[src/rtl/enc_dec_pkg.sv]
// Shared constants, frame field offsets and key mask for the function-1 codec.
// Field offsets use frame index 0 = MSB.
package enc_dec_pkg;

  localparam int FRAME_W = 78;
  localparam int PT_W    = 60;
  localparam int KEY_W   = 11;
  localparam int SUM_W   = 61;

  localparam logic [5:0] HDR_F1 = 6'b000001;

  localparam int HDR_FIRST = 0;
  localparam int HDR_LAST  = 5;
  localparam int KEY_FIRST = 6;
  localparam int KEY_LAST  = 16;
  localparam int SUM_FIRST = 17;
  localparam int SUM_LAST  = 77;

  typedef enum logic [1:0] {
    S_IDLE,
    S_CALC,
    S_HOLD
  } enc_state_e;

  // Mask segments, MSB first: r, ~r, ~r, r, ~r, top five bits of r.
  function automatic logic [PT_W-1:0] mask_f1(
    input logic [KEY_W-1:0] r
  );
    return {r, ~r, ~r, r, ~r, r[10:6]};
  endfunction

endpackage

[src/rtl/encrypt_function_1_lfsr11.sv]
// Seedable 11-bit maximal-length LFSR supplying the per-word random key.
// A zero seed is replaced by 1 so the register can never lock up.
module lfsr11 #(
  parameter logic [10:0] RST_VAL = 11'h001
) (
  input  logic        clk,
  input  logic        rst_n,
  input  logic        load,
  input  logic [10:0] seed,
  input  logic        adv,
  output logic [10:0] value
);

  logic [10:0] lfsr_q;
  logic [10:0] lfsr_d;

  always_comb begin
    lfsr_d = lfsr_q;
    if (load) begin
      lfsr_d = (seed == 11'h000) ? 11'h001 : seed;
    end else if (adv) begin
      lfsr_d = {lfsr_q[9:0], lfsr_q[10] ^ lfsr_q[8]};
    end
  end

  always_ff @(posedge clk or negedge rst_n) begin
    if (!rst_n) begin
      lfsr_q <= RST_VAL;
    end else begin
      lfsr_q <= lfsr_d;
    end
  end

  assign value = lfsr_q;

endmodule

[src/rtl/encrypt_function_1.sv]
// Function-1 encryptor: plaintext plus LFSR-derived mask, framed with
// header and key, behind valid/ready handshakes on both sides.
module encrypt_function_1
  import enc_dec_pkg::*;
#(
  parameter logic [5:0]  HDR      = HDR_F1,
  parameter logic [10:0] LFSR_RST = 11'h001
) (
  input  logic        Clk,
  input  logic        Rst_n,
  input  logic        seed_load,
  input  logic [10:0] seed,
  input  logic        in_valid,
  output logic        in_ready,
  input  logic [59:0] in_data,
  output logic        out_valid,
  input  logic        out_ready,
  output logic [77:0] out_data
);

  enc_state_e         state_q, state_d;
  logic [PT_W-1:0]    p_q, p_d;
  logic [KEY_W-1:0]   r_q, r_d;
  logic               out_valid_q, out_valid_d;
  logic [FRAME_W-1:0] out_data_q, out_data_d;
  logic [FRAME_W-1:0] frame;
  logic [SUM_W-1:0]   sum;
  logic [KEY_W-1:0]   key;
  logic               accept;

  lfsr11 #(
    .RST_VAL(LFSR_RST)
  ) u_lfsr (
    .clk  (Clk),
    .rst_n(Rst_n),
    .load (seed_load),
    .seed (seed),
    .adv  (accept),
    .value(key)
  );

  assign in_ready = (state_q == S_IDLE)
                 || (state_q == S_HOLD && out_ready);
  assign accept   = in_valid && in_ready;

  // Both operands are 60 bits, so the 61-bit sum cannot overflow.
  assign sum = {1'b0, p_q} + {1'b0, mask_f1(r_q)};

  always_comb begin
    frame = '0;
    frame[FRAME_W-1-HDR_FIRST -: HDR_LAST-HDR_FIRST+1] = HDR;
    frame[FRAME_W-1-KEY_FIRST -: KEY_LAST-KEY_FIRST+1] = r_q;
    frame[FRAME_W-1-SUM_FIRST -: SUM_LAST-SUM_FIRST+1] = sum;
  end

  always_comb begin
    state_d     = state_q;
    p_d         = p_q;
    r_d         = r_q;
    out_valid_d = out_valid_q;
    out_data_d  = out_data_q;
    case (state_q)
      S_IDLE: begin
        if (accept) begin
          p_d     = in_data;
          r_d     = key;
          state_d = S_CALC;
        end
      end
      S_CALC: begin
        out_data_d  = frame;
        out_valid_d = 1'b1;
        state_d     = S_HOLD;
      end
      S_HOLD: begin
        if (out_ready) begin
          out_valid_d = 1'b0;
          if (in_valid) begin
            p_d     = in_data;
            r_d     = key;
            state_d = S_CALC;
          end else begin
            state_d = S_IDLE;
          end
        end
      end
      default: begin
        state_d     = S_IDLE;
        out_valid_d = 1'b0;
      end
    endcase
  end

  always_ff @(posedge Clk or negedge Rst_n) begin
    if (!Rst_n) begin
      state_q     <= S_IDLE;
      p_q         <= '0;
      r_q         <= '0;
      out_valid_q <= 1'b0;
      out_data_q  <= '0;
    end else begin
      state_q     <= state_d;
      p_q         <= p_d;
      r_q         <= r_d;
      out_valid_q <= out_valid_d;
      out_data_q  <= out_data_d;
    end
  end

  assign out_valid = out_valid_q;
  assign out_data  = out_data_q;

endmodule

[config.mk]
export PLATFORM = sky130hd
export DESIGN_NAME = encrypt_function_1
export DESIGN_NICKNAME = d
export VERILOG_FILES = /design/src/rtl/enc_dec_pkg.sv /design/src/rtl/encrypt_function_1_lfsr11.sv /design/src/rtl/encrypt_function_1.sv
export SDC_FILE = /design/constraint.sdc
export NUM_CORES = 1
export LEC_CHECK = 0
export ABC_AREA = 1
export CELL_PAD_IN_SITES_DETAIL_PLACEMENT = 0
export CELL_PAD_IN_SITES_GLOBAL_PLACEMENT = 1
export CORE_AREA = 2 2 181 183
export DETAILED_ROUTE_END_ITERATION = 8
export DIE_AREA = 0 0 183 185
export PLACE_DENSITY_LB_ADDON = 0.25
export RECOVER_POWER = 100
export SLEW_MARGIN = 10
export SYNTH_ARGS = -nofsm -noshare
export SYNTH_HDL_FRONTEND = slang
export SYNTH_SLANG_ARGS = --single-unit
[constraint.sdc]
create_clock -name Clk -period 2.1 [get_ports Clk]
set_clock_uncertainty 0.2 [all_clocks]
set_input_delay 0.21 -clock Clk [delete_from_list [all_inputs] [get_ports Clk]]
set_output_delay 0.21 -clock Clk [all_outputs]
set_load 0.05 [all_outputs]
==> Word level (Yosys, flattened, before mapping) <==
Cells that the tools add are included.
W data, S select, Z words.
{ "totals": {"reg_bits": 158, "in_bits": 76, "out_inout_bits": 80, "elab_cells": 42} }
{ "classes": {"n_addsub": 1, "eq_ne": 5, "muxes": 17, "bitwise": 3, "reduce_logical": 10} }
{ "ops": {"columns": ["op", "n"], "rows": [
  ["$mux W60", 3],
  ["$pmux W60 S2", 1],
  ["$mux W11", 6],
  ["$add A60 B60 Y61", 1],
  ["$pmux W11 S2", 1],
  ["$logic_not A11 Y1", 1],
  ["$not A11 Y11", 1],
  ["$ne A2 B2 Y1 const B", 3],
  ["$pmux W2 S3", 1],
  ["$mux W2", 2],
  ["$reduce_and A2 Y1", 2],
  ["$reduce_and A4 Y1", 1],
  ["$reduce_bool A2 Y1", 2],
  ["$pmux W1 S3", 1],
  ["$eq A2 B1 Y1 const B", 1],
  ["$eq A2 B2 Y1 const B", 1],
  ["$logic_and A1 B1 Y1", 2],
  ["$logic_not A2 Y1", 1],
  ["$mux W1", 2],
  ["$logic_or A1 B1 Y1", 1],
  ["$not A1 Y1", 1],
  ["$xor A1 B1 Y1", 1]
]} }

==> Logic depth before layout (Yosys ltp) <==
Gate-level depths: netlist (run 1).
{ "depth": {"depth_word": 6, "ltp_mapped": 15, "ltp_nobuf": 15} }

==> Hierarchy <==
From an unflattened synthesis (run 1), not the netlist that was laid out.
{ "hier_totals": {"cells_unflattened": 1789, "hier_area_um2": 11355.9} }
{ "modules_own_cells": {"columns": ["module", "n_inst", "cells_each", "area_each_um2", "seq_area_each_um2"], "rows": [
  ["encrypt_function_1", 1, 1717, 10792.9, 3678.5],
  ["lfsr11", 1, 72, 563.0, 276.5]
]} }

==> Worst setup path after synthesis (run 1) <==
No wires, ideal clock.
{ "synth_timing": {"path_type": "register to register", "from": "register state_q[1]", "to": "register u_lfsr.lfsr_q[4], in the netlist u_lfsr.value[4]", "setup_ps": 127, "arrival_time_ps": 2030, "required_ps": 1773, "path_slack_ps": -257, "stages_incl_launch_ff": 9, "path_buffers": 0, "synth_period_minus_slack_ps": 2357, "path_cell_list": "dfrtp_1 inv_1 nor2_1 nor2_1 nand2_1 nand2_1 clkinv_1 a211oi_1 a21oi_1"} }
{ "synth_between": {"elab_chain_len": 5, "elab_cells_between_ends": 6, "cone_classes": "eq/ne: 1; reduce/logical: 5"} }
{ "synth_rtl": {"columns": ["element", "line", "rtl"], "rows": [
  ["start, declared", "encrypt_function_1.sv:21", "enc_state_e state_q, state_d;"],
  ["start signal, assigned", "encrypt_function_1.sv:102", "state_q <= state_d;"],
  ["$eq A2 B2 Y1", "encrypt_function_1.sv:43", "|| (state_q == S_HOLD && out_ready);"],
  ["$logic_and A1 B1 Y1", "encrypt_function_1.sv:43", null],
  ["$logic_or A1 B1 Y1 (*)", "encrypt_function_1.sv:43", null],
  ["via in_ready", "encrypt_function_1.sv:14", "output logic in_ready,"],
  ["$logic_and A1 B1 Y1 (*)", "encrypt_function_1.sv:44", "assign accept = in_valid && in_ready;"],
  ["$reduce_bool A2 Y1 (no source line) (*)", null, null],
  ["end signal, assigned", "encrypt_function_1_lfsr11.sv:30", "lfsr_q <= lfsr_d;"],
  ["end, declared", "encrypt_function_1_lfsr11.sv:14", "logic [10:0] lfsr_q;"]
]} }
Mark *: on every way through the listed nets, which the timed path passes. The rest lies on a longest branch.
A chain may end at the register's enable or synchronous reset.

==> Worst setup path in the final report (run 1) <==
{ "layout_timing": {"from": "register r_q[6]", "to": "register out_data_q[58], in the netlist out_data[58]"} }
{ "layout_between": {"elab_chain_len": 2} }
{ "layout_rtl": {"columns": ["element", "line", "rtl"], "rows": [
  ["start, declared", "encrypt_function_1.sv:23", "logic [KEY_W-1:0] r_q, r_d;"],
  ["start signal, assigned", "encrypt_function_1.sv:104", "r_q <= r_d;"],
  ["$not A11 Y11", "enc_dec_pkg.sv:29", "return {r, ~r, ~r, r, ~r, r[10:6]};"],
  ["$add A60 B60 Y61 (*)", "encrypt_function_1.sv:47", "assign sum = {1'b0, p_q} + {1'b0, mask_f1(r_q)};"],
  ["end signal, assigned", "encrypt_function_1.sv:106", "out_data_q <= out_data_d;"],
  ["end, declared", "encrypt_function_1.sv:25", "logic [FRAME_W-1:0] out_data_q, out_data_d;"]
]} }
Every way passes the cells marked *; elsewhere a longest branch is shown, timed or not.

==> results of run 1 <==
layout make-up:
type	instances	area (µm²)	share of cell area
flip-flops and latches	158	3956	0.2172
inverters	286	1104	0.06059
clock buffers	18	439.2	0.02411
clock inverters	14	145.1	0.007969
repair buffers	413	3754	0.2061
well taps	408	510.5	0.02803
multi-input cells	1299	8304	0.4560
layout by cell type (no fill, tap or decap), types with 28 or more instances in the layout:
cell	synthesis	routed
buf_4	5	212
buf_6	0	37
clkdlybuf4s50_1	0	139
dfrtp_1	157	156
ha_4	0	32
inv_1	275	236
inv_2	10	40
nand2_1	812	665
nand2_2	10	113
nand2_4	0	43
nand3_1	80	52
nor2_1	108	48
nor2_2	17	36
nor2_4	0	41
o21ai_0	50	28
kinds of logic (layout without fill, tap and decap cells):
| kind of cell | after synthesis | in the layout |
|---|---|---|
| xor gates and xnor gates | 24 | 24 |
| DFF | 158 | 158 |
| buffers and inverters | 323 | 731 |
| and+or+nand+nor | 1074 | 1074 |
| AOI/OAI and AO/OA | 135 | 135 |
| adders and majority gates | 61 | 61 |
| other | 1 | 5 |
repair_timing:
action                                  CTS  global route
hold buffers                              1             0
setup buffers                            21            16
gates resized for setup                 352           238
pin swaps                                83           116
hold endpoints to repair                158             0
endpoints found under the setup margin   59            63
per-stage QoR:
step	power, W	hold slack, ns	instance area, µm²	setup TNS [ns]	utilization
after floorplan	0.01372	-0.2856	11320	0	-
after global placement	0.02074	-0.01138	15030	-21.97	0.4690
after detailed placement	0.02082	-0.01409	15030	-22.38	0.4690
after CTS	0.02689	0.06922	17320	-14.39	0.5405
after global routing	0.03037	0.08737	18210	-22.87	0.5684
final	0.02861	0.09196	18210	-17.34	0.5684
tightest hold or removal path: cells and delay by family:
family                 cells  cell delay, ns
buffers and inverters      1            0.39
and+or+nand+nor            2            0.10
final timing paths:
| path | slack, ns | end | from | cells past startpoint |
|---|---|---|---|---|
| hold / removal | 0.09 | p_q[49] | in_data[49] | 3 |
| hold reg to reg | 0.27 | out_data[44] | out_data[44] | 2 |
| min in group asynchronous | 0.37 | u_lfsr.value[1] | Rst_n | 2 |
| max in group asynchronous | 0.24 | out_data[54] | Rst_n | 3 |
| setup reg to reg | -0.45 | out_data[58] | r_q[6] | 16 |
| setup / recovery | -0.45 | out_data[58] | r_q[6] | 16 |
power groups by stage:
stage / Sequential [W] / Combinational [W] / Clock, W
floorplan: 0.00704 / 0.00668 / 0
global placement: 0.00488 / 0.0159 / 0
detailed placement: 0.00490 / 0.0159 / 0
CTS: 0.00496 / 0.0187 / 0.00325
global route: 0.00507 / 0.0219 / 0.00338
finish: 0.00496 / 0.0205 / 0.00318
Yosys cell counts (2+ instances only):
cell / instances / area (µm²)
nor3_1: 7 / 35.03
a211oi_1: 4 / 30.03
a31oi_1: 5 / 31.28
a21oi_1: 52 / 260.3
o211ai_1: 4 / 30.03
nor2_1: 108 / 405.4
nand2_1: 812 / 3048
ha_1: 60 / 750.7
nor2_2: 17 / 106.4
nor3_2: 5 / 50.05
o21ai_1: 6 / 30.03
or2_2: 2 / 12.51
nand3_1: 80 / 400.4
and2_1: 5 / 31.28
nand3_2: 5 / 50.05
o221ai_1: 3 / 26.28
nor4_1: 3 / 18.77
inv_1: 275 / 1032
inv_2: 10 / 37.54
nand4_1: 12 / 75.07
buf_2: 10 / 50.05
o21bai_1: 8 / 60.06
xnor2_1: 23 / 201.4
buf_4: 5 / 37.54
dfrtp_1: 157 / 3929
clkbuf_1: 21 / 78.83
nand2_2: 10 / 62.56
a21boi_2: 2 / 22.52
o21ai_0: 50 / 250.2
nand3b_1: 7 / 52.55
metal layers:
layer  track usage  vias up  wire, µm
met5             0        -         0
met4       0.08960        0      1272
met3       0.03893       59      1999
met2        0.4232      309     20190
met1        0.3739     5733     21110
li1              -     6235         -
state kept, by name (all words and copies together), names as in the netlist:
signal / flops
r_q: 11
u_lfsr.value: 11
out_valid: 1
state_q: 2
p_q: 60
out_data: 73
==> flow_metrics.env, run 1 <==
export IMPL_h_tree_depth=4
export IMPL_slowest_stage="dfrtp_1"
export IMPL_grt_pass1_vias=11980
export IMPL_cp_arrival_ns=2.68
export IMPL_nets=2312
export IMPL_syn_inst=1776
export IMPL_place_inst=2534
export IMPL_power_switching_w=0.01429
export IMPL_crit_fanout=4
export IMPL_layout_setup_ws_ns=-0.4477
export IMPL_synthArstFlopShare=1.000
export IMPL_dp_worst_setup_slack_ns=-0.5841
export IMPL_drt_wl_total_mm=44.57
export IMPL_synth_top_family_by_area="simple AND/OR/NAND/NOR gates"
export IMPL_grt_pass1_wl_mm=67.30
export IMPL_core_area_um2=32040
export IMPL_dr_pass1_iters=5
export IMPL_synth_edff_count=0
export IMPL_drive_gt1_frac=0.3327
export IMPL_die_x_um=183
export IMPL_fill_cells=2992
export IMPL_clock_sinks=158
export IMPL_crit_buf_inv=3
export IMPL_avgSynthCellArea_um2=6.362
export IMPL_ys_ff_latch=158
export IMPL_ys_seq_area_frac=0.3500
export IMPL_slew_violations=0
export IMPL_fp_row_count=66
export IMPL_swShare=0.4997
export IMPL_critical_path_class="register to register"
export IMPL_worst_path_largest_cell_delay_ns=0.42
export IMPL_gp_congestion=0.9833
export IMPL_die_h_um=185
export IMPL_hold_violations=0
export IMPL_final_antenna_net_count=0
export IMPL_worstSkewPairLatency_ns=0.45
export IMPL_worstPathRequired_ns=2.24
export IMPL_critPathTopFamily="simple AND/OR/NAND/NOR gates"
export IMPL_synth_cell_types=38
export IMPL_fmax_mhz=392.5
export IMPL_power_frac_comb=0.716
export IMPL_track_usage=0.2671
export IMPL_cellLeakagePower_nw=9.590
export IMPL_period_minus_slack_ns=2.548
export IMPL_antenna_found_initial=0
export IMPL_clk_path_buf_depth=2
export IMPL_grt_max_degree=80
export IMPL_critPathMostFrequentCell="nand2_2"
export IMPL_synth_fa_ha_area_frac=0.06821
export IMPL_io_pins=156
export IMPL_syn_area_um2=11300
export IMPL_end_kind="register"
export IMPL_cap_violations=0
export IMPL_crit_chain="clkinvlp_4 > buf_6 > ha_4 > nand2_2 > nand2_2 > nand2_2 > nand2_4 > nand2_4 > nand2_4 > a21oi_4 > nand2_2 > buf_6 > nand2_1 > nand3_1 > nand3_1 > nand2_1"
export IMPL_cts_inserted_buffers=17
export IMPL_grt_overflow_total=0
export IMPL_rsz0062_at_grt="yes"
export IMPL_slew_headroom=0.1676
export IMPL_cts_tree="yes"
export IMPL_p_per_area_nw_per_um2=1571
export IMPL_synth_compound_area_frac=0.06655
export IMPL_cts_reportedPaths_clkPinSlew_ns=0.07
export IMPL_area_delta_synth_final_pct=61.18
export IMPL_die_area_um2=33860
export IMPL_start_util=0.3527
export IMPL_yosys_area_share_simple=0.3862
export IMPL_clock_power_share=0.111
export IMPL_p_seq_frac=0.173
export IMPL_worstMarginPinSlew_ns=1.249
export IMPL_portBuffers=150
export IMPL_vias=12340
export IMPL_status="finished with violations"
export IMPL_dp_hpwl_mm=34.82
export IMPL_startpoint_type="register"
export IMPL_synthMuxAreaShare=0
export IMPL_drc_errors=0
export IMPL_finalSetupViolCount=53
export IMPL_ir_worst_vdd_v=0.0007733
export IMPL_antenna_cells=0
export IMPL_instances_no_fill=2596
export IMPL_routedWlPerCell_um=17.17
export IMPL_hold_class="input pin to register"
export IMPL_synthXorXnorAreaFrac=0.01860
export IMPL_yosysWarningCount=0
export IMPL_post_route_period_util=1.213
export IMPL_violations="negative setup slack"
export IMPL_power_internal_w=0.01431
export IMPL_synth_flop_cell="dfrtp_1"
export IMPL_cts_root_buf="clkbuf_16"
export IMPL_drt_vias_per_instance=4.752
export IMPL_drtIter0Drc=787
Note: power is estimated with default switching activity, not from simulation.
==> run 2: changes to the inputs <==
--- a/config.mk
+++ b/config.mk
@@ -6,6 +6,7 @@
 export NUM_CORES = 1
 export LEC_CHECK = 0
 export ABC_AREA = 1
+export CAP_MARGIN = 20
 export CELL_PAD_IN_SITES_DETAIL_PLACEMENT = 0
 export CELL_PAD_IN_SITES_GLOBAL_PLACEMENT = 1
 export CORE_AREA = 2 2 181 183
==> results of run 2 <==
The final DEF is identical to that of run 1; final timing and power are the same.
==> run 3: changes to the inputs <==
--- a/config.mk
+++ b/config.mk
@@ -9,11 +9,12 @@
 export CAP_MARGIN = 20
 export CELL_PAD_IN_SITES_DETAIL_PLACEMENT = 0
 export CELL_PAD_IN_SITES_GLOBAL_PLACEMENT = 1
-export CORE_AREA = 2 2 181 183
+export CORE_AREA = 2 2 168 170
 export DETAILED_ROUTE_END_ITERATION = 8
-export DIE_AREA = 0 0 183 185
+export DIE_AREA = 0 0 170 172
 export PLACE_DENSITY_LB_ADDON = 0.25
 export RECOVER_POWER = 100
+export SETUP_SLACK_MARGIN = 0.1
 export SLEW_MARGIN = 10
 export SYNTH_ARGS = -nofsm -noshare
 export SYNTH_HDL_FRONTEND = slang
==> constraint.sdc (replaced) <==
create_clock -name Clk -period 2.98 [get_ports Clk]
set_clock_uncertainty 0.2 [all_clocks]
set_input_delay 0.298 -clock Clk [delete_from_list [all_inputs] [get_ports Clk]]
set_output_delay 0.298 -clock Clk [all_outputs]
set_load 0.05 [all_outputs]
==> flow_metrics.env, run 3 (synthesized netlist as in run 1, its figures left out) <==
export IMPL_status="finished with violations"
export IMPL_violations="max-capacitance violations, max-slew violations"
export IMPL_final_antenna_net_count=0
export IMPL_drt_vias_per_instance=4.954
export IMPL_wl_met3_mm=2.381
export IMPL_drive_gt1_frac=0.07885
export IMPL_drt_wl_total_mm=41.49
export IMPL_h_tree_depth=4
export IMPL_core_area_um2=27480
export IMPL_final_common_cell="nand2_1"
export IMPL_routedWlPerCell_um=17.75
export IMPL_drc_errors=0
export IMPL_fill_cells=2909
export IMPL_layout_setup_ws_ns=0.1966
export IMPL_ir_worst_vdd_v=0.0005890
export IMPL_dp_hpwl_mm=34.06
export IMPL_setup_worst_path_start="r_q[4]"
export IMPL_instances_no_fill=2337
export IMPL_place_inst=2302
export IMPL_die_h_um=172
export IMPL_cts_root_buf="clkbuf_16"
export IMPL_cp_arrival_ns=2.96
export IMPL_antenna_found_initial=1
export IMPL_met2WireLength_mm=17.44
export IMPL_grt_pass1_wl_mm=63.17
export IMPL_drtIter0Drc=851
export IMPL_worstMarginPinSlew_ns=1.563
export IMPL_start_util=0.4112
export IMPL_setup_tns_ns=0
export IMPL_die_x_um=170
export IMPL_slew_violations=53
export IMPL_regArea_um2=3956
export IMPL_cts_reportedPaths_clkPinSlew_ns=0.07
export IMPL_startpoint_type="register"
export IMPL_area_delta_synth_final_pct=26.38
export IMPL_cellLeakagePower_nw=7.979
export IMPL_worstPathRequired_ns=3.15
export IMPL_gp_congestion=0.9672
export IMPL_rsz0062_at_grt="yes"
export IMPL_hold_class="input pin to register"
export IMPL_finalSetupViolCount=0
export IMPL_post_route_period_util=0.9340
export IMPL_clk_path_buf_depth=2
export IMPL_cap_violations=1
export IMPL_period_minus_slack_ns=2.783
export IMPL_dp_worst_setup_slack_ns=0.1357
export IMPL_clock_sinks=158
export IMPL_fmax_mhz=359.3
export IMPL_final_util=0.5197
export IMPL_dr_pass1_iters=5
export IMPL_hold_path_startpoint="in_data[10]"
export IMPL_end_kind="register"
export IMPL_p_per_area_nw_per_um2=1103
export IMPL_vias=11580
export IMPL_nets=2115
export IMPL_maxUsedRoutingLayer="met5"
export IMPL_cts_tree="yes"
export IMPL_portBuffers=150
export IMPL_antenna_cells=0
export IMPL_io_pins=156
export IMPL_r2r_start="r_q[4]"
export IMPL_multiInputGateArea_um2=6172
export IMPL_crit_fanout=4
export IMPL_die_area_um2=29240
export IMPL_fp_row_count=61
export IMPL_final_cell_mix="nand2_1, inv_1, dfrtp_1"
export IMPL_track_usage=0.2932
export IMPL_worstSkewPairLatency_ns=0.44
export IMPL_grt_overflow_total=0
export IMPL_slew_headroom=-0.04203
export IMPL_hold_violations=0
export IMPL_wl_met1_mm=20.57
export IMPL_grt_max_degree=69
export IMPL_grt_pass1_vias=11010
export IMPL_largest_reg_flops=73
export IMPL_critical_path_class="register to register"
export IMPL_cts_inserted_buffers=17
==> run 3: cell count changes in the layout (fill, tap and decap cells not counted), sizes merged <==
cell and delta:
buf -207, bufinv +2, inv +1, clkinvlp -2, clkbuf +7, dlygate4sd3 +75
clkdlybuf4s50 -65, dlygate4sd2 -2, clkinv -1, dlymetal6s2s -5
==> run 3: final timing paths <==
kind                                      to  slack (ns)  cells after the start
worst max-delay path            out_data[35]        0.20                     16
worst min-delay path                 p_q[10]        0.18                      3
worst max register to register  out_data[35]        0.20                     16
worst min register to register  out_data[72]        0.27                      1
max in group asynchronous            p_q[58]        0.99                      3
min in group asynchronous        out_data[4]        0.56                      2
==> run 3: worst max-delay path, cell delays in order, from the launching register on <==
cell and delay (ns):
dfrtp_1 0.39, inv_1 0.38, ha_1 0.34, clkbuf_1 0.14
nand2_1 0.16, inv_1 0.05, nand2_1 0.06, nand2_1 0.08
inv_1 0.08, nand2_1 0.06, nand2_1 0.05, nand3_1 0.18
nand3_1 0.16, nand2_1 0.06, nand2_1 0.05, nand3_1 0.15
nand2_1 0.13
==> run 3: layer usage <==
layer  up-vias  GRT usage
met5         -          0
met4         2    0.08919
met3        53    0.03914
met2       372     0.4477
met1      5325     0.4309
li1       5825          -
==> run 3: report_power, final <==
group / internal [W] / leakage, nW / switching (W)
sequential: 0.00289 / 1.94 / 0.000513
combinational: 0.00319 / 5.73 / 0.00674
clock: 0.00136 / 0.309 / 0.00106
==> run 3: layout make-up <==
class	instances	share of cell area
multi-input cells	1299	0.4322
clock inverters	14	0.01384
flip-flops and latches	158	0.2771
inverters	286	0.07570
well taps	346	0.03032
repair buffers	216	0.1408
clock buffers	18	0.03005
==> run 3: per-stage QoR <==
stage / total power [W] / hold WS [ns] / instance area (µm²)
after floorplan: 0.009667 / -0.1976 / 11310
after global routing: 0.01689 / 0.1890 / 14280
after CTS: 0.01586 / 0.1707 / 14250
after global placement: 0.01339 / 0.1090 / 13610
final: 0.01574 / 0.1845 / 14280
after detailed placement: 0.01340 / 0.1086 / 13610
==> run 3: timing repair <==
action,4_1_cts,5_1_grt
setup buffers,0,2
hold buffers,1,0
hold endpoints to repair,51,0
resized for setup,0,18
endpoints found under the setup margin,0,16
